**src/rtl/memory_match_ctrl.sv**
```systemverilog
// Turn controller for the 4x4 memory game: reads two picked card symbols, compares them,
// marks matched pairs or shows a mismatch for a fixed interval, and keeps turn and score.
module memory_match_ctrl #(
   parameter int SYM_W       = 3,
   parameter int SHOW_CYCLES = 8,
   parameter int SCORE_W     = 4
) (
   input  logic               i_clk,
   input  logic               i_rst_n,
   input  logic               i_sel_valid,
   input  logic [1:0]         i_sel_row,
   input  logic [1:0]         i_sel_col,
   output logic [3:0]         o_rd_addr,
   input  logic [SYM_W-1:0]   i_rd_data,
   output logic [15:0]        o_face_up,
   output logic [15:0]        o_matched,
   output logic [SYM_W-1:0]   o_sym_a,
   output logic [SYM_W-1:0]   o_sym_b,
   output logic               o_player,
   output logic [SCORE_W-1:0] o_score0,
   output logic [SCORE_W-1:0] o_score1,
   output logic               o_match_pulse,
   output logic               o_busy,
   output logic               o_game_over
);

   // state   | meaning
   // PICK_A  | waiting for the first card of the turn
   // READ_A  | board returns the first symbol
   // PICK_B  | waiting for the second card (not the first, not matched)
   // READ_B  | board returns the second symbol
   // COMPARE | symbols compared, pair scored or mismatch shown
   // SHOW    | mismatched pair stays face-up until the counter expires
   // DONE    | all pairs found; held until reset
   typedef enum logic [2:0] {
      PICK_A, READ_A, PICK_B, READ_B, COMPARE, SHOW, DONE
   } state_t;

   localparam int CNT_W = $clog2(SHOW_CYCLES + 1);

   state_t             r_state, w_next;
   logic [3:0]         r_rd_addr, r_addr_a;
   logic [15:0]        r_face_up, r_matched;
   logic [SYM_W-1:0]   r_sym_a, r_sym_b;
   logic               r_player, r_match_pulse;
   logic [SCORE_W-1:0] r_score0, r_score1;
   logic [CNT_W-1:0]   r_cnt;

   logic [3:0]  w_sel_addr;
   logic [15:0] w_pair_mask;
   logic        w_accept, w_match, w_show_load, w_show_end;

   assign w_sel_addr  = {i_sel_row, i_sel_col};
   assign w_pair_mask = (16'd1 << r_addr_a) | (16'd1 << r_rd_addr);

   always_ff @(posedge i_clk or negedge i_rst_n) begin
      if (!i_rst_n) r_state <= PICK_A;
      else          r_state <= w_next;
   end

   always_comb begin
      w_next      = r_state;
      w_accept    = 1'b0;
      w_match     = 1'b0;
      w_show_load = 1'b0;
      w_show_end  = 1'b0;
      case (r_state)
         PICK_A: begin
            if (i_sel_valid && !r_matched[w_sel_addr]) begin
               w_accept = 1'b1;
               w_next   = READ_A;
            end
         end
         READ_A: w_next = PICK_B;
         PICK_B: begin
            if (i_sel_valid && !r_matched[w_sel_addr] && (w_sel_addr != r_addr_a)) begin
               w_accept = 1'b1;
               w_next   = READ_B;
            end
         end
         READ_B: w_next = COMPARE;
         COMPARE: begin
            if (r_sym_a == r_sym_b) begin
               w_match = 1'b1;
               w_next  = (&(r_matched | w_pair_mask)) ? DONE : PICK_A;
            end else begin
               w_show_load = 1'b1;
               w_next      = SHOW;
            end
         end
         SHOW: begin
            if (r_cnt == '0) begin
               w_show_end = 1'b1;
               w_next     = PICK_A;
            end
         end
         DONE:    w_next = DONE;
         default: w_next = PICK_A;
      endcase
   end

   always_ff @(posedge i_clk or negedge i_rst_n) begin
      if (!i_rst_n) begin
         r_rd_addr     <= '0;
         r_addr_a      <= '0;
         r_face_up     <= '0;
         r_matched     <= '0;
         r_sym_a       <= '0;
         r_sym_b       <= '0;
         r_player      <= 1'b0;
         r_score0      <= '0;
         r_score1      <= '0;
         r_match_pulse <= 1'b0;
         r_cnt         <= '0;
      end else begin
         r_match_pulse <= w_match;
         if (w_accept) begin
            r_rd_addr              <= w_sel_addr;
            r_face_up[w_sel_addr]  <= 1'b1;
            if (r_state == PICK_A) r_addr_a <= w_sel_addr;
         end
         if (r_state == READ_A) r_sym_a <= i_rd_data;
         if (r_state == READ_B) r_sym_b <= i_rd_data;
         if (w_match) begin
            r_matched <= r_matched | w_pair_mask;
            // scores saturate rather than wrap
            if (!r_player) begin
               if (r_score0 != '1) r_score0 <= r_score0 + 1'b1;
            end else begin
               if (r_score1 != '1) r_score1 <= r_score1 + 1'b1;
            end
         end
         if (w_show_load)
            r_cnt <= CNT_W'(SHOW_CYCLES - 1);
         else if (r_state == SHOW && r_cnt != '0)
            r_cnt <= r_cnt - 1'b1;
         if (w_show_end) begin
            r_face_up <= r_face_up & ~w_pair_mask;
            r_player  <= ~r_player;
         end
      end
   end

   assign o_rd_addr     = r_rd_addr;
   assign o_face_up     = r_face_up;
   assign o_matched     = r_matched;
   assign o_sym_a       = r_sym_a;
   assign o_sym_b       = r_sym_b;
   assign o_player      = r_player;
   assign o_score0      = r_score0;
   assign o_score1      = r_score1;
   assign o_match_pulse = r_match_pulse;
   assign o_busy        = (r_state == READ_A) || (r_state == READ_B) ||
                          (r_state == COMPARE) || (r_state == SHOW);
   assign o_game_over   = (r_state == DONE);

endmodule

```
**config.mk**
```make
export PLATFORM = sky130hd
export DESIGN_NAME = memory_match_ctrl
export DESIGN_NICKNAME = d
export VERILOG_FILES = /design/src/rtl/memory_match_ctrl.sv
export SDC_FILE = /design/constraint.sdc
export NUM_CORES = 1
export LEC_CHECK = 0
export ABC_AREA = 1
export CAP_MARGIN = 20
export CORE_AREA = 2 2 99 101
export DETAILED_ROUTE_END_ITERATION = 16
export DIE_AREA = 0 0 101 103
export SLEW_MARGIN = 20
export SYNTH_ARGS = -nofsm -noshare
export SYNTH_HDL_FRONTEND = slang
export SYNTH_SLANG_ARGS = --single-unit
```
**constraint.sdc**
```tcl
create_clock -name i_clk -period 2.4 [get_ports i_clk]
set_clock_uncertainty 0.05 [all_clocks]
set_input_delay 0.48 -clock i_clk [delete_from_list [all_inputs] [get_ports i_clk]]
set_output_delay 0.48 -clock i_clk [all_outputs]
set_load 0.03 [all_outputs]
```
==> summary.txt <==
Hold path
  – Worst min-delay path category: in -> async

Clocking
  – Clk Latency, worst-skew pair: 330 ps
  – Num Clock Sinks: 63
  – CTS root buffer: clkbuf_8
  – Clock slew at reported path FFs: 70 ps
  – Num CTS Buffers: 9
  – CTS tree: built
  – Clk buf depth: 2
  – Post-CTS setup buffer count: 0
  – H-tree Lvls: 3

Floorplanning
  – CORE AREA: 9460 sq um
  – I/O Pins: 64
  – Die footprint: 10400 sq um
  – Die Wd: 101 um
  – Initial Util: 0.386
  – Die Y: 103 um
  – FP Rows: 36

Synth
  – Count of cell types in the netlist: 30
  – FF+latch count, synth: 63
  – Ys Warns: 0
  – Syn Nets: 504
  – Post-Syn Area per Cell: 7.43 sq um
  – Syn Inst Count: 491
  – Post-synthesis sequential area ratio: 0.432
  – Cell area after synthesis: 3650 sq um

Setup path
  – Slowest stage delay, CP: 760 ps
  – Critical path data arrival time: 1740 ps
  – CP cell instances: clkdlybuf4s50_1
  – Crit Path Class: reg -> out
  – CP top delay family: buffers and inverters
  – Critical Path End Type: output pin
  – Critical Path Start Type: flop
  – CP startpoint: o_rd_addr[1]
  – Levels on crit path: 1
  – CP Max Fanout: 12
  – WP data required: 1870 ps
  – Worst reg2reg setup slack: 500 ps
  – WP buf/inv: 1
  – R2R Path Start: o_sym_b[1]
  – Crit path capture: o_rd_addr[1]
  – R2R cell count: 5
  – Worst R2R End: o_score0[3]
  – Critical-path top delay cell: clkdlybuf4s50_1

GRT
  – Initial antenna violation count: 0
  – Vias in the first global route: 3320
  – First-pass GRT wire length: 17000 um
  – Met1 GRT Util: 0.311
  – Met3 Use GR: 0.0468
  – GRT Residual Overflow: 0
  – Largest net degree at the start of global routing: 38
  – GRT Total Usage: 0.214
  – Gr busiest metal: met2
  – Met2 Resource Use GR: 0.322

Layout
  – Final nets: 580
  – Finished Layout Cells: 685
  – Fillers: 957
  – Ant diodes: 0
  – Reg area: 1580 sq um
  – Area Growth Syn to Fin: 27.5%
  – Share of layout cells above drive strength 1: 0.0858
  – Multi-input combinational cell area: 1750 sq um
  – Leading cell type in the layout, fill and taps excluded: nand2_1
  – Most frequent cells in the layout: 127 x nand2_1, 69 x nand3_1, 62 x dfrtp_1

Timing
  – Final cycle utilization of the critical path: 0.945
  – Setup TNS: 0 ps
  – RSZ-0062 raised after global routing: no
  – Rel. slew slack: 0.680
  – Max-slew violation count: 0
  – Final worst path period need: 2270 ps
  – Worst Hold Slack: 28.2 ps
  – Final setup fails: 0
  – Fmax achieved: 441 MHz
  – Setup ws final: 132 ps
  – Worst Max-Slew Pin Slew: 480 ps
  – Final Hold Viols: 0

Pwr
  – Clock share of power: 0.140
  – Net switching power: 2.71 mW
  – P_leak: 2.27 nW
  – Pint: 2.95 mW
  – Gate power share: 0.530
  – PwrDens: 1220 nW/um^2
  – Sw frac: 0.479
  – Peak supply drop: 549 uV
  – Flop pwr share: 0.331
  – Overall power: 5.66 mW

Route
  – First drt pass iteration count: 5
  – Routed Antenna Nets: 0
  – Via count: 3516
  – Per-cell routed wire length: 15.4 um
  – Detailed Route WL: 10500 um
  – Vias per std cell: 5.13
  – 1st-iter DRT viols: 258
  – Number of remaining DRC errors: 0

Placed design
  – Pre-CTS setup slack: 26.4 ps
  – PortBufs: 63
  – DPL Wire Length: 8130 um
  – Gpl congestion: 0.920
  – Placed Cells: 670

Run
  – Max-cap violation count: 0

Status
  – Outcome: finished, final reports clean
## power groups by stage
| stage | Sequential [mW] | Clock, mW | Combinational [mW] |
|---|---|---|---|
| after CTS | 1.86 | 0.826 | 3.02 |
| after global routing | 1.93 | 0.884 | 3.32 |
| after floorplan | 2.21 | 0 | 1.55 |
| after detailed placement | 1.88 | 0 | 3.01 |
| after global placement | 1.86 | 0 | 2.97 |
| final | 1.87 | 0.790 | 3.00 |
## layer usage
layer  wire length (um)  vias to the layer above
met3                693                       12
met4                138                        0
met5                  0                        -
li1                   -                     1771
met2               4770                      102
met1               4950                     1631
## cells in the mapped netlist
library cell	count	area share
o21ai_0	39	0.053
clkinv_1	1	0.0010
nand2_4	1	0.0031
nand3_4	1	0.0048
a211oi_1	1	0.0021
clkbuf_1	7	0.0072
xnor2_1	9	0.022
nand3_2	1	0.0027
nor3b_1	1	0.0021
buf_2	8	0.011
mux2_2	3	0.0093
inv_2	2	0.0021
nor3_4	1	0.0045
o21ai_1	8	0.011
a21oi_1	4	0.0055
nand2_1	127	0.13
o211ai_1	2	0.0041
o21a_1	10	0.021
dfrtp_1	63	0.43
buf_4	1	0.0021
xor2_1	2	0.0048
inv_1	56	0.058
nand3_1	69	0.095
buf_6	2	0.0062
nor2_1	37	0.038
nand4_1	24	0.041
nor2_2	3	0.0051
nand3b_1	4	0.0082
nor2_4	1	0.0031
ha_1	3	0.010
## metrics by stage
stage          cell area (sq um)   util
3_3_place_gp                4480  0.474
2_1_floorplan               3650      -
4_1_cts                     4650  0.491
5_1_grt                     4650  0.492
3_5_place_dp                4480  0.474
6_report                    4650  0.492
## final cells by class
type | count | area share
well taps | 114 | 0.0307
flip-flops and latches | 63 | 0.339
clock inverters | 4 | 0.00484
clock buffers | 11 | 0.0304
inverters | 59 | 0.0476
multi-input cells | 351 | 0.377
repair buffers | 83 | 0.170
## state kept, by name, summed over array words and instances, names as in the netlist
register       flops
o_score1           4
o_rd_addr          4
o_face_up         16
r_state            3
o_player           1
r_addr_a           4
r_cnt              4
o_matched         16
o_score0           4
o_sym_a            3
o_sym_b            3
o_match_pulse      1
## logic make-up (layout without fill, tap and decap cells)
family                     count (synthesis)  after routing  synth area share
and+or+nand+nor                          270            270             0.338
muxes                                      3              3           0.00926
AOI/OAI and AO/OA                         64             64            0.0967
DFF                                       63             63             0.432
buffers and inverters                     77            157            0.0871
adders and majority gates                  3              3            0.0103
xor gates and xnor gates                  11             11            0.0264
## how the worst min path moves through the flow
stage                     startpoint      endpoint  slack, ps  cells after the start
after floorplan              i_rst_n  o_face_up[0]        130                      0
after global placement       i_rst_n  o_face_up[3]        390                      1
after detailed placement     i_rst_n  o_face_up[3]        400                      1
after CTS                    i_rst_n  o_face_up[3]         30                      1
after global routing         i_rst_n  o_face_up[3]         30                      1
final                        i_rst_n  o_face_up[3]         30                      1
## repair_timing
item / CTS / global route
hold buffers: 0 / 0
hold endpoints to repair: 0 / 0
gates resized for setup: 0 / 2
endpoints found under the setup margin: 0 / 1
No activity file was read; power rests on OpenSTA's default activity.
